## config.mk

```make
export PLATFORM = sky130hd
export DESIGN_NAME = tile_scan_gen
export DESIGN_NICKNAME = d
export VERILOG_FILES = /design/src/rtl/tile_scan_gen.sv
export SDC_FILE = /design/constraint.sdc
export NUM_CORES = 1
export LEC_CHECK = 0
export CAP_MARGIN = 0
export CORE_ASPECT_RATIO = 0.6
export CORE_MARGIN = 2
export CORE_UTILIZATION = 40
export DETAILED_ROUTE_END_ITERATION = 8
export SKIP_LAST_GASP = 1
export SYNTH_ARGS = -nofsm -noshare
export SYNTH_HDL_FRONTEND = slang
export SYNTH_SLANG_ARGS = --single-unit
```

## constraint.sdc

```tcl
create_clock -name clk -period 2.8 [get_ports clk]
set_input_delay 0.42 -clock clk [delete_from_list [all_inputs] [get_ports clk]]
set_output_delay 0.42 -clock clk [all_outputs]
set_load 0.02 [all_outputs]
```

## src/rtl/tile_scan_gen.sv

```systemverilog
// VGA raster counters plus a two-stage pixel pipeline that maps the 4x4 tile grid
// onto ROM address/area/case, with sync delayed to match the ROM read latency.
module tile_scan_gen #(
  parameter int H_VISIBLE = 640,
  parameter int H_FP      = 16,
  parameter int H_SYNC    = 96,
  parameter int H_BP      = 48,
  parameter int V_VISIBLE = 480,
  parameter int V_FP      = 10,
  parameter int V_SYNC    = 2,
  parameter int V_BP      = 33,
  parameter int GRID_X0   = 192,
  parameter int GRID_Y0   = 112
) (
  input  logic        clk,
  input  logic        rst,
  input  logic        pix_en,
  input  logic [63:0] board_state,
  output logic [11:0] addr,
  output logic [5:0]  area,
  output logic [9:0]  romcase,
  output logic        hsync,
  output logic        vsync,
  output logic        video_on,
  output logic        frame_start
);

  localparam logic [11:0] H_LAST    = 12'(H_VISIBLE + H_FP + H_SYNC + H_BP - 1);
  localparam logic [11:0] V_LAST    = 12'(V_VISIBLE + V_FP + V_SYNC + V_BP - 1);
  localparam logic [11:0] H_VIS_END = 12'(H_VISIBLE);
  localparam logic [11:0] V_VIS_END = 12'(V_VISIBLE);
  localparam logic [11:0] HS_LO     = 12'(H_VISIBLE + H_FP);
  localparam logic [11:0] HS_HI     = 12'(H_VISIBLE + H_FP + H_SYNC);
  localparam logic [11:0] VS_LO     = 12'(V_VISIBLE + V_FP);
  localparam logic [11:0] VS_HI     = 12'(V_VISIBLE + V_FP + V_SYNC);
  localparam logic [11:0] GX_LO     = 12'(GRID_X0);
  localparam logic [11:0] GX_HI     = 12'(GRID_X0 + 256);
  localparam logic [11:0] GY_LO     = 12'(GRID_Y0);
  localparam logic [11:0] GY_HI     = 12'(GRID_Y0 + 256);

  logic [11:0] hcnt, vcnt;
  logic [63:0] board_q;
  logic        h_last, v_last, snap;
  logic        vis0, hs0, vs0, in_grid;
  logic [11:0] gx, gy;
  logic [3:0]  tile, expo;
  logic        hs1, vs1, vis1;

  always_comb begin
    h_last  = (hcnt == H_LAST);
    v_last  = (vcnt == V_LAST);
    snap    = pix_en && h_last && v_last;
    vis0    = (hcnt < H_VIS_END) && (vcnt < V_VIS_END);
    hs0     = !((hcnt >= HS_LO) && (hcnt < HS_HI));
    vs0     = !((vcnt >= VS_LO) && (vcnt < VS_HI));
    gx      = hcnt - GX_LO;
    gy      = vcnt - GY_LO;
    // range compare on the raw counters so a negative offset can never alias into the grid
    in_grid = vis0 && (hcnt >= GX_LO) && (hcnt < GX_HI) && (vcnt >= GY_LO) && (vcnt < GY_HI);
    tile    = {gy[7:6], gx[7:6]};
    expo    = board_q[{tile, 2'b00} +: 4];
  end

  always_ff @(posedge clk) begin
    if (rst) begin
      hcnt        <= '0;
      vcnt        <= '0;
      board_q     <= '0;
      frame_start <= 1'b0;
    end else begin
      frame_start <= 1'b0;
      if (pix_en) begin
        if (snap) begin
          board_q     <= board_state;
          frame_start <= 1'b1;
        end
        if (h_last) begin
          hcnt <= '0;
          vcnt <= v_last ? 12'd0 : vcnt + 12'd1;
        end else begin
          hcnt <= hcnt + 12'd1;
        end
      end
    end
  end

  // stage 1 feeds the ROM; stage 2 lines sync up with the ROM data one tick later
  always_ff @(posedge clk) begin
    if (rst) begin
      addr     <= '0;
      area     <= 6'd63;
      romcase  <= '0;
      hs1      <= 1'b1;
      vs1      <= 1'b1;
      vis1     <= 1'b0;
      hsync    <= 1'b1;
      vsync    <= 1'b1;
      video_on <= 1'b0;
    end else if (pix_en) begin
      if (in_grid) begin
        addr    <= {gy[5:0], gx[5:0]};
        area    <= {2'b00, tile};
        romcase <= (expo <= 4'd11) ? ({6'd0, expo} + 10'd1) : 10'd0;
      end else begin
        addr    <= '0;
        area    <= 6'd63;
        romcase <= '0;
      end
      hs1      <= hs0;
      vs1      <= vs0;
      vis1     <= vis0;
      hsync    <= hs1;
      vsync    <= vs1;
      video_on <= vis1;
    end
  end

endmodule

```

# After elaboration in Yosys (flattened, before gate mapping)
# Index checks and enable logic that the tools add are counted.
# word_totals
inputBits,67
out_inout_bits,32
reg_bits,123
elab_cells,54
# op_classes
n_addsub,5
reduce_logical,14
n_bitwise,1
n_eq_ne,2
n_shift,1
magnitude_cmp,11
muxes,7
# op_table
cell,n
64-bit by 7-bit variable part select with 4-bit output,1
"12-bit by 9-bit less-than comparator with 1-bit output, second input constant",4
12-bit two-way mux,3
"12-bit by 1-bit adder with 12-bit output, second input constant",2
"12-bit by 10-bit == test with 1-bit output, second input constant",2
"12-bit by 10-bit less-than comparator with 1-bit output, second input constant",2
"12-bit by 10-bit greater-or-equal comparator with 1-bit output, second input constant",1
"12-bit by 7-bit greater-or-equal comparator with 1-bit output, second input constant",1
"12-bit by 8-bit greater-or-equal comparator with 1-bit output, second input constant",1
"12-bit by 9-bit greater-or-equal comparator with 1-bit output, second input constant",1
5-bit two-way mux,2
1-bit logical AND,9
"8-bit by 7-bit subtractor with 8-bit output, second input constant",1
"8-bit subtractor, second input constant",1
6-bit two-way mux,1
"4-bit by 1-bit adder with 5-bit output, second input constant",1
"4-bit <= comparator, second input constant",1
2-bit AND reduction,2
1-bit zero test,2
2-bit OR reduction,1
1-bit two-way mux,1
1-bit NOT,1

# Logic depth before layout (Yosys ltp)
# Gate-level depths: netlist of the first run.
# logic_depth
depth_word,7
depth_mapped,10
mapped_depth_nobuf,9

# Worst setup path before layout of the first run
# No wires, ideal clock.
# synth_timing
path_kind,flip-flop to flip-flop
start,register hcnt[6]
end,register romcase[2]
setup_ns,0.125
synth_period_minus_slack_ns,2.531
t_required_ns,2.675
path_buffers,1
path_stages_with_launch,11
arrival_ns,2.405
slack_ns,0.269
path_cell_list,dfxtp_1 -> inv_1 -> ha_1 -> buf_2 -> mux4_2 -> nand2_1 -> nand2_1 -> a32o_1 -> ha_1 -> a32oi_1 -> o31ai_1
# synth_via
elab_chain_cells,7
word_cells_on_any_way,14
cone_classes,add/sub (2); order compare (4); shift (1); mux (2); reduce/logical (5)
# synth_lines
element,line,rtl
from (decl),41,"logic [11:0] hcnt, vcnt;"
from (signal assigned),81,hcnt <= hcnt + 12'd1;
branches (longest 6 deep; another with 8-bit subtractor),-,
5-bit two-way mux *,100,if (in_grid) begin
to (signal assigned),103,"romcase <= (expo <= 4'd11) ? ({6'd0, expo} + 10'd1) : 10'd0;"
to (decl),21,"output logic [9:0] romcase,"
# Mark *: on every way between the ends.
# A chain may end at the register's enable or synchronous reset.

# Worst setup path after layout of the first run
# layout_timing
start,register vcnt[4]
end,register romcase[2]
# layout_via
elab_chain_cells,7
word_cells_on_any_way,14
cone_classes,add/sub (2); order compare (4); shift (1); mux (2); reduce/logical (5)
# layout_lines
element,line,rtl
from (decl),41,
from (signal assigned),79,vcnt <= v_last ? 12'd0 : vcnt + 12'd1;
branches (longest 6 deep; another with 8-bit by 7-bit subtractor with 8-bit output),-,
5-bit two-way mux *,100,
# Marked as above.

==> run summary, run 1 <==
MaxCap Viol Count: 0
Worst setup EP type: flip-flop
Least-Margin Pin Slew: 1.052 ns
Gate Count Post-Synth: 611
I/O pin cnt: 99
Mapped cell area: 5155 µm²
Antenna fix cells: 0
Syn. warnings: 0
Die height: 91.94 µm
H-tree depth: 4
Layout Nets: 780
Largest net degree at the start of global routing: 66
Area of the die: 13,840 µm²
Syn-to-layout area delta: 31.29%
Layout Cells excl Fill: 884
Initial antenna violation count: 0
Routed len/inst: 15.11 µm
Worst setup SP type: flip-flop
Number of synthesized flops with an enable pin: 0
RSZ-0062 raised after global routing: no
Vias per cell: 5.094
Max VDD drop: 0.3722 mV
DR iter-0 viols: 354
Synth top cells by count: nand2_1 (175), dfxtp_1 (117), a21oi_1 (73)
Final HPWL DP: 9.568 mm
Post-CTS Setup Inserts: 0
Post-synthesis register bit count: 117
Number of global-route vias before repair: 4,276
Arr. time, crit path: 2.80 ns
Fillers: 1,143
Post-synthesis cell type count: 49
All-Layer GR Usage: 20.35%
Most common cell in the netlist: nand2_1
Final wirelength: 13.36 mm
Share of the synthesized area in the top cell type: 45.44%
Global-route wire length before repair: 22.01 mm
Skew final: 0.009445 ns
Async S/R FF share, synth: 0%
Power Total: 3.876 mW
DR DRC count: 0
Starting Density: 40.62%
TNS Setup: 0 ns
Setup CP Type: reg2reg
CTS tree: done
Cell Pwr Density: 572.7 nW/µm²
Avg Cell Area, Syn: 8.437 µm²
Static Leak: 2.385 nW
Worst-path clk slew: 0.06 ns
Buffers added on ports: 93
Max-Slew Margin vs Limit: 29.39%
DRT Pass-1 Iters: 5
Total CTS buffers: 17
Clock Sinks: 117
Maximum clock rate: 0.3991 GHz
Clock buffer depth: 2
Setup violators final: 0
Dpl cells: 852
Final Hold Fails: 0
CP max stage delay: 0.46 ns
Vias: 4,503
Sequential area share after synthesis: 45.44%
Crit share post-route: 89.48%
GPL Wtd Cong: 0.8521
Worst EP required: 3.09 ns
Post-route minimum period: 2.505 ns
Outcome: completed
Layout cells sized above 1: 9.524%
Clock latency on the worst-skew pair: 0.41 ns
CORE AREA: 12,690 µm²
Chip Width: 150.6 µm
Num rows: 32
Antenna-violating nets left: 0
Clk root buf: clkbuf_16
Main synth FF type: dfxtp_1
Grt total ovfl: 0
CP max-delay cell: dfxtp_1
Final max-slew violation count: 0
Critical Path Fanout Max: 15
Ranking of synthesized cells by area: dfxtp_1 (45%), nand2_1 (13%), a21oi_1 (7.1%)
Cell taking the most area after synthesis: dfxtp_1
Worst Hold Class: in2reg
Worst-path cell chain: ha_2 > xor2_2 > buf_4 > mux2i_1 > a221oi_1 > a32o_1 > ha_1 > a32oi_1 > o31ai_1
placed cells by master, fill, tap and decap left out, types with 2 or more instances in the layout:
master           instances
ha_2                     2
clkdlybuf4s50_1         92
nand4b_1                 2
clkbuf_8                 3
conb_1                   5
or2_2                    3
a21oi_1                 73
clkbuf_16               17
nor2b_1                  3
and2_1                   2
nor4_1                   4
xor2_1                  10
nand2_1                174
nor2_1                  35
nor3_1                   5
a32o_1                   4
a211o_1                  3
ha_1                    10
nand3_1                 19
o21ai_0                 13
a22o_1                   5
nand2b_1                 4
clkinv_2                 5
clkbuf_1                 3
inv_1                   11
a32oi_1                  3
mux2i_1                 11
mux4_2                   8
buf_4                   16
clkinvlp_4               3
a221oi_1                 4
o22a_1                   3
and3_1                   4
xnor2_1                 13
nand4_1                  4
dfxtp_1                117
cell families after synthesis:
logic type               share of synthesized area (%)
other                                          0.07275
AO/OA/AOI/OAI                                    12.86
AND/OR/NAND/NOR                                  23.25
flip-flops                                       45.44
XOR/XNOR                                         4.078
adder cells (fa/ha/maj)                          2.913
buffers and inverters                            5.752
multiplexers                                     5.631
stage by stage:
step,worst slack (ns),hold slack [ns],util [%],cell area [µm²]
floorplan,0.2692,0.4286,-,5170
global route,0.06421,0.3390,53.32,6768
CTS,0.2297,0.3255,53.28,6763
global placement,0.2831,0.4331,48.91,6207
detailed placement,0.2453,0.4430,48.91,6207
finish,0.2946,0.3329,53.32,6768
sequential cells by signal, indices dropped and copies added, names as in the netlist:
name         count
vcnt            12
romcase          5
vs1              1
vsync            1
addr            12
hcnt            12
frame_start      1
board_q         64
video_on         1
hsync            1
vis1             1
area             5
hs1              1
timing repair:
item / 4_1_cts / 5_1_grt
endpoints found under the hold margin: 0 / 0
endpoints found under the setup margin: 0 / 1
hold buffers: 0 / 0
gates resized for setup: 0 / 2
per-layer routing:
layer | part of all wire [%] | up-vias | GRT usage (%)
met1 | 52 | 2103 | 31.32
li1 | - | 2230 | -
met4 | 0.70 | 0 | 4.717
met3 | 7.7 | 16 | 5.025
met5 | 0 | - | 0
met2 | 40 | 154 | 28.18
power by group:
group          total [mW]  leakage (nW)  switching (mW)  internal [mW]
Sequential           1.68         0.943         0.00593           1.67
Clock                2.03         0.269           0.753           1.28
Combinational       0.164          1.17          0.0648         0.0991
final timing paths:
path         slack (ns)  depth (start not counted)           to         from
max                0.29                          9   romcase[2]      vcnt[4]
min                0.33                          2      hcnt[2]          rst
max reg2reg        0.29                          9   romcase[2]      vcnt[4]
min reg2reg        0.45                          2  board_q[10]  board_q[10]
critical path, delay by kind of cell (launching register included):
kind                       cells  cell delay, ns
muxes                          1            0.28
DFF                            1            0.46
AOI/OAI and AO/OA              4            0.74
adders and majority gates      2            0.51
xor gates and xnor gates       1            0.14
buffers and inverters          1            0.26
cell type report:
cell class,instances,area [µm²],area share [%]
Clock buffer,23,478.0,7.062
Clock inverter,9,77.57,1.146
Tap cell,170,212.7,3.143
Timing Repair Buffer,110,1066,15.75
Inverter,12,45.04,0.6656
Sequential cell,117,2342,34.61
Multi-Input combinational cell,443,2546,37.62
Power figures use the tool's default switching activity.
==> run 2: changes to the inputs <==
clock period = 3.2 ns   (was 2.8 ns; I/O delays follow)
==> run summary, run 2 (synthesis results as in run 1) <==
Outcome: completed
Number of global-route vias before repair: 4,278
Chip Width: 150.6 µm
Worst hold start: board_q[40]
Syn-to-layout area delta: 32.09%
Critical Path Fanout Max: 13
H-tree depth: 4
Grt total ovfl: 0
Die height: 91.94 µm
Largest register FFs: 64
Layout cells sized above 1: 8.745%
Routed len/inst: 15.66 µm
Worst Hold Class: reg2reg
Skew final: 0.006947 ns
Buffers added on ports: 93
Crit path max-delay family: adder cells
Crit path buffers/inverters: 1
Num rows: 32
Worst setup EP type: flip-flop
Dpl cells: 847
Hold_buf cts: 0
Setup violators final: 0
I/O pin cnt: 99
Max-Slew Margin vs Limit: 44.29%
Vias per cell: 5.107
Final Hold Fails: 0
Post-route minimum period: 2.828 ns
Static Leak: 2.401 nW
Worst setup SP type: flip-flop
FF-to-FF End: romcase[2]
FF-to-FF Start: hcnt[7]
CORE AREA: 12,690 µm²
Worst-path cell chain: inv_1 > ha_1 > mux4_2 > nand2_1 > nand2_1 > a32o_1 > ha_1 > a32oi_1 > o31ai_1
Cell Pwr Density: 539.1 nW/µm²
Worst EP required: 3.46 ns
Global-route wire length before repair: 22.28 mm
CP max stage delay: 0.67 ns
R2r worst-path depth: 9
Largest Register: board_q
Crit path launch: hcnt[7]
Leading cell type in the layout, fill and taps excluded: nand2_1
DR iter-0 viols: 333
Antenna fix cells: 0
Clock latency on the worst-skew pair: 0.41 ns
Post-CTS resize count: 0
Multi-input logic area: 2541 µm²
Starting Density: 40.62%
Clk root buf: clkbuf_16
DR DRC count: 0
GPL Wtd Cong: 0.8655
DRT Pass-1 Iters: 5
Arr. time, crit path: 3.09 ns
Crit share post-route: 88.37%
Final HPWL DP: 9.709 mm
Final wirelength: 13.77 mm
Maximum clock rate: 0.3536 GHz
TNS Setup: 0 ns
CP max-delay cell: ha_1
Worst-path clk slew: 0.05 ns
Least-Margin Pin Slew: 0.8280 ns
Antenna-violating nets left: 0
Area of the die: 13,840 µm²
Clock buffer depth: 2
Final max-slew violation count: 0
Most frequent cells in the layout: nand2_1 (174), dfxtp_1 (117), clkdlybuf4s50_1 (92)
Register Area: 2342 µm²
Setup CP Type: reg2reg
Vias: 4,489
Fillers: 1,155
Post-CTS Setup Inserts: 0
Largest net degree at the start of global routing: 66
Worst path depth: 9
Layout Nets: 775
Layout Cells excl Fill: 879
MaxCap Viol Count: 0
RSZ-0062 raised after global routing: no
Max VDD drop: 0.3066 mV
All-Layer GR Usage: 20.82%
Capture point of the worst path: romcase[2]
CTS tree: done
Flop2flop setup slack: 0.37 ns
Total CTS buffers: 17
Initial antenna violation count: 0
Clock Sinks: 117
-- run 2: how the worst min path moves through the flow --
| stage | to | slack (ns) | cells after the start |
|---|---|---|---|
| 3_5_place_dp | board_q[40] | 0.44 | 2 |
| 5_1_grt | board_q[12] | 0.47 | 2 |
| 2_1_floorplan | board_q[0] | 0.43 | 2 |
| 6_report | board_q[40] | 0.45 | 2 |
| 4_1_cts | board_q[40] | 0.45 | 2 |
| 3_3_place_gp | board_q[6] | 0.44 | 2 |
-- run 2: power breakdown --
group | switching [mW] | internal (mW) | total (mW)
clock | 0.676 | 1.38 | 2.06
combinational | 0.0603 | 0.0871 | 0.147
sequential | 0.00497 | 1.46 | 1.47
-- run 2: area by class of cell --
cell class,count,area share [%]
inverters,12,0.6615
clock buffers,19,6.358
multi-input cells,443,37.32
repair buffers,105,15.10
clock inverters,13,3.032
well taps,170,3.124
flip-flops and latches,117,34.40
-- run 2: stage by stage --
stage	area [µm²]	power, mW	worst slack (ns)	utilization [%]	hold WS, ns
floorplan	5170	1.549	0.6692	-	0.4286
global placement	6170	1.645	0.4723	48.61	0.4362
detailed placement	6170	1.646	0.3639	48.61	0.4433
CTS	6809	3.694	0.3596	53.65	0.4506
global route	6809	3.773	0.1865	53.65	0.4696
finish	6809	3.671	0.3722	53.65	0.4498
-- run 2: worst min-delay path, stage by stage (launching register included) --
cell and delay (ns):
dfxtp_1 0.30, nand2_1 0.05, a21oi_1 0.05
-- run 2: layer usage --
metal	routed length, µm	track usage (%)
met1	6954	31.53
met5	0	0
met4	115	5.582
met2	5657	29.20
met3	1038	5.025
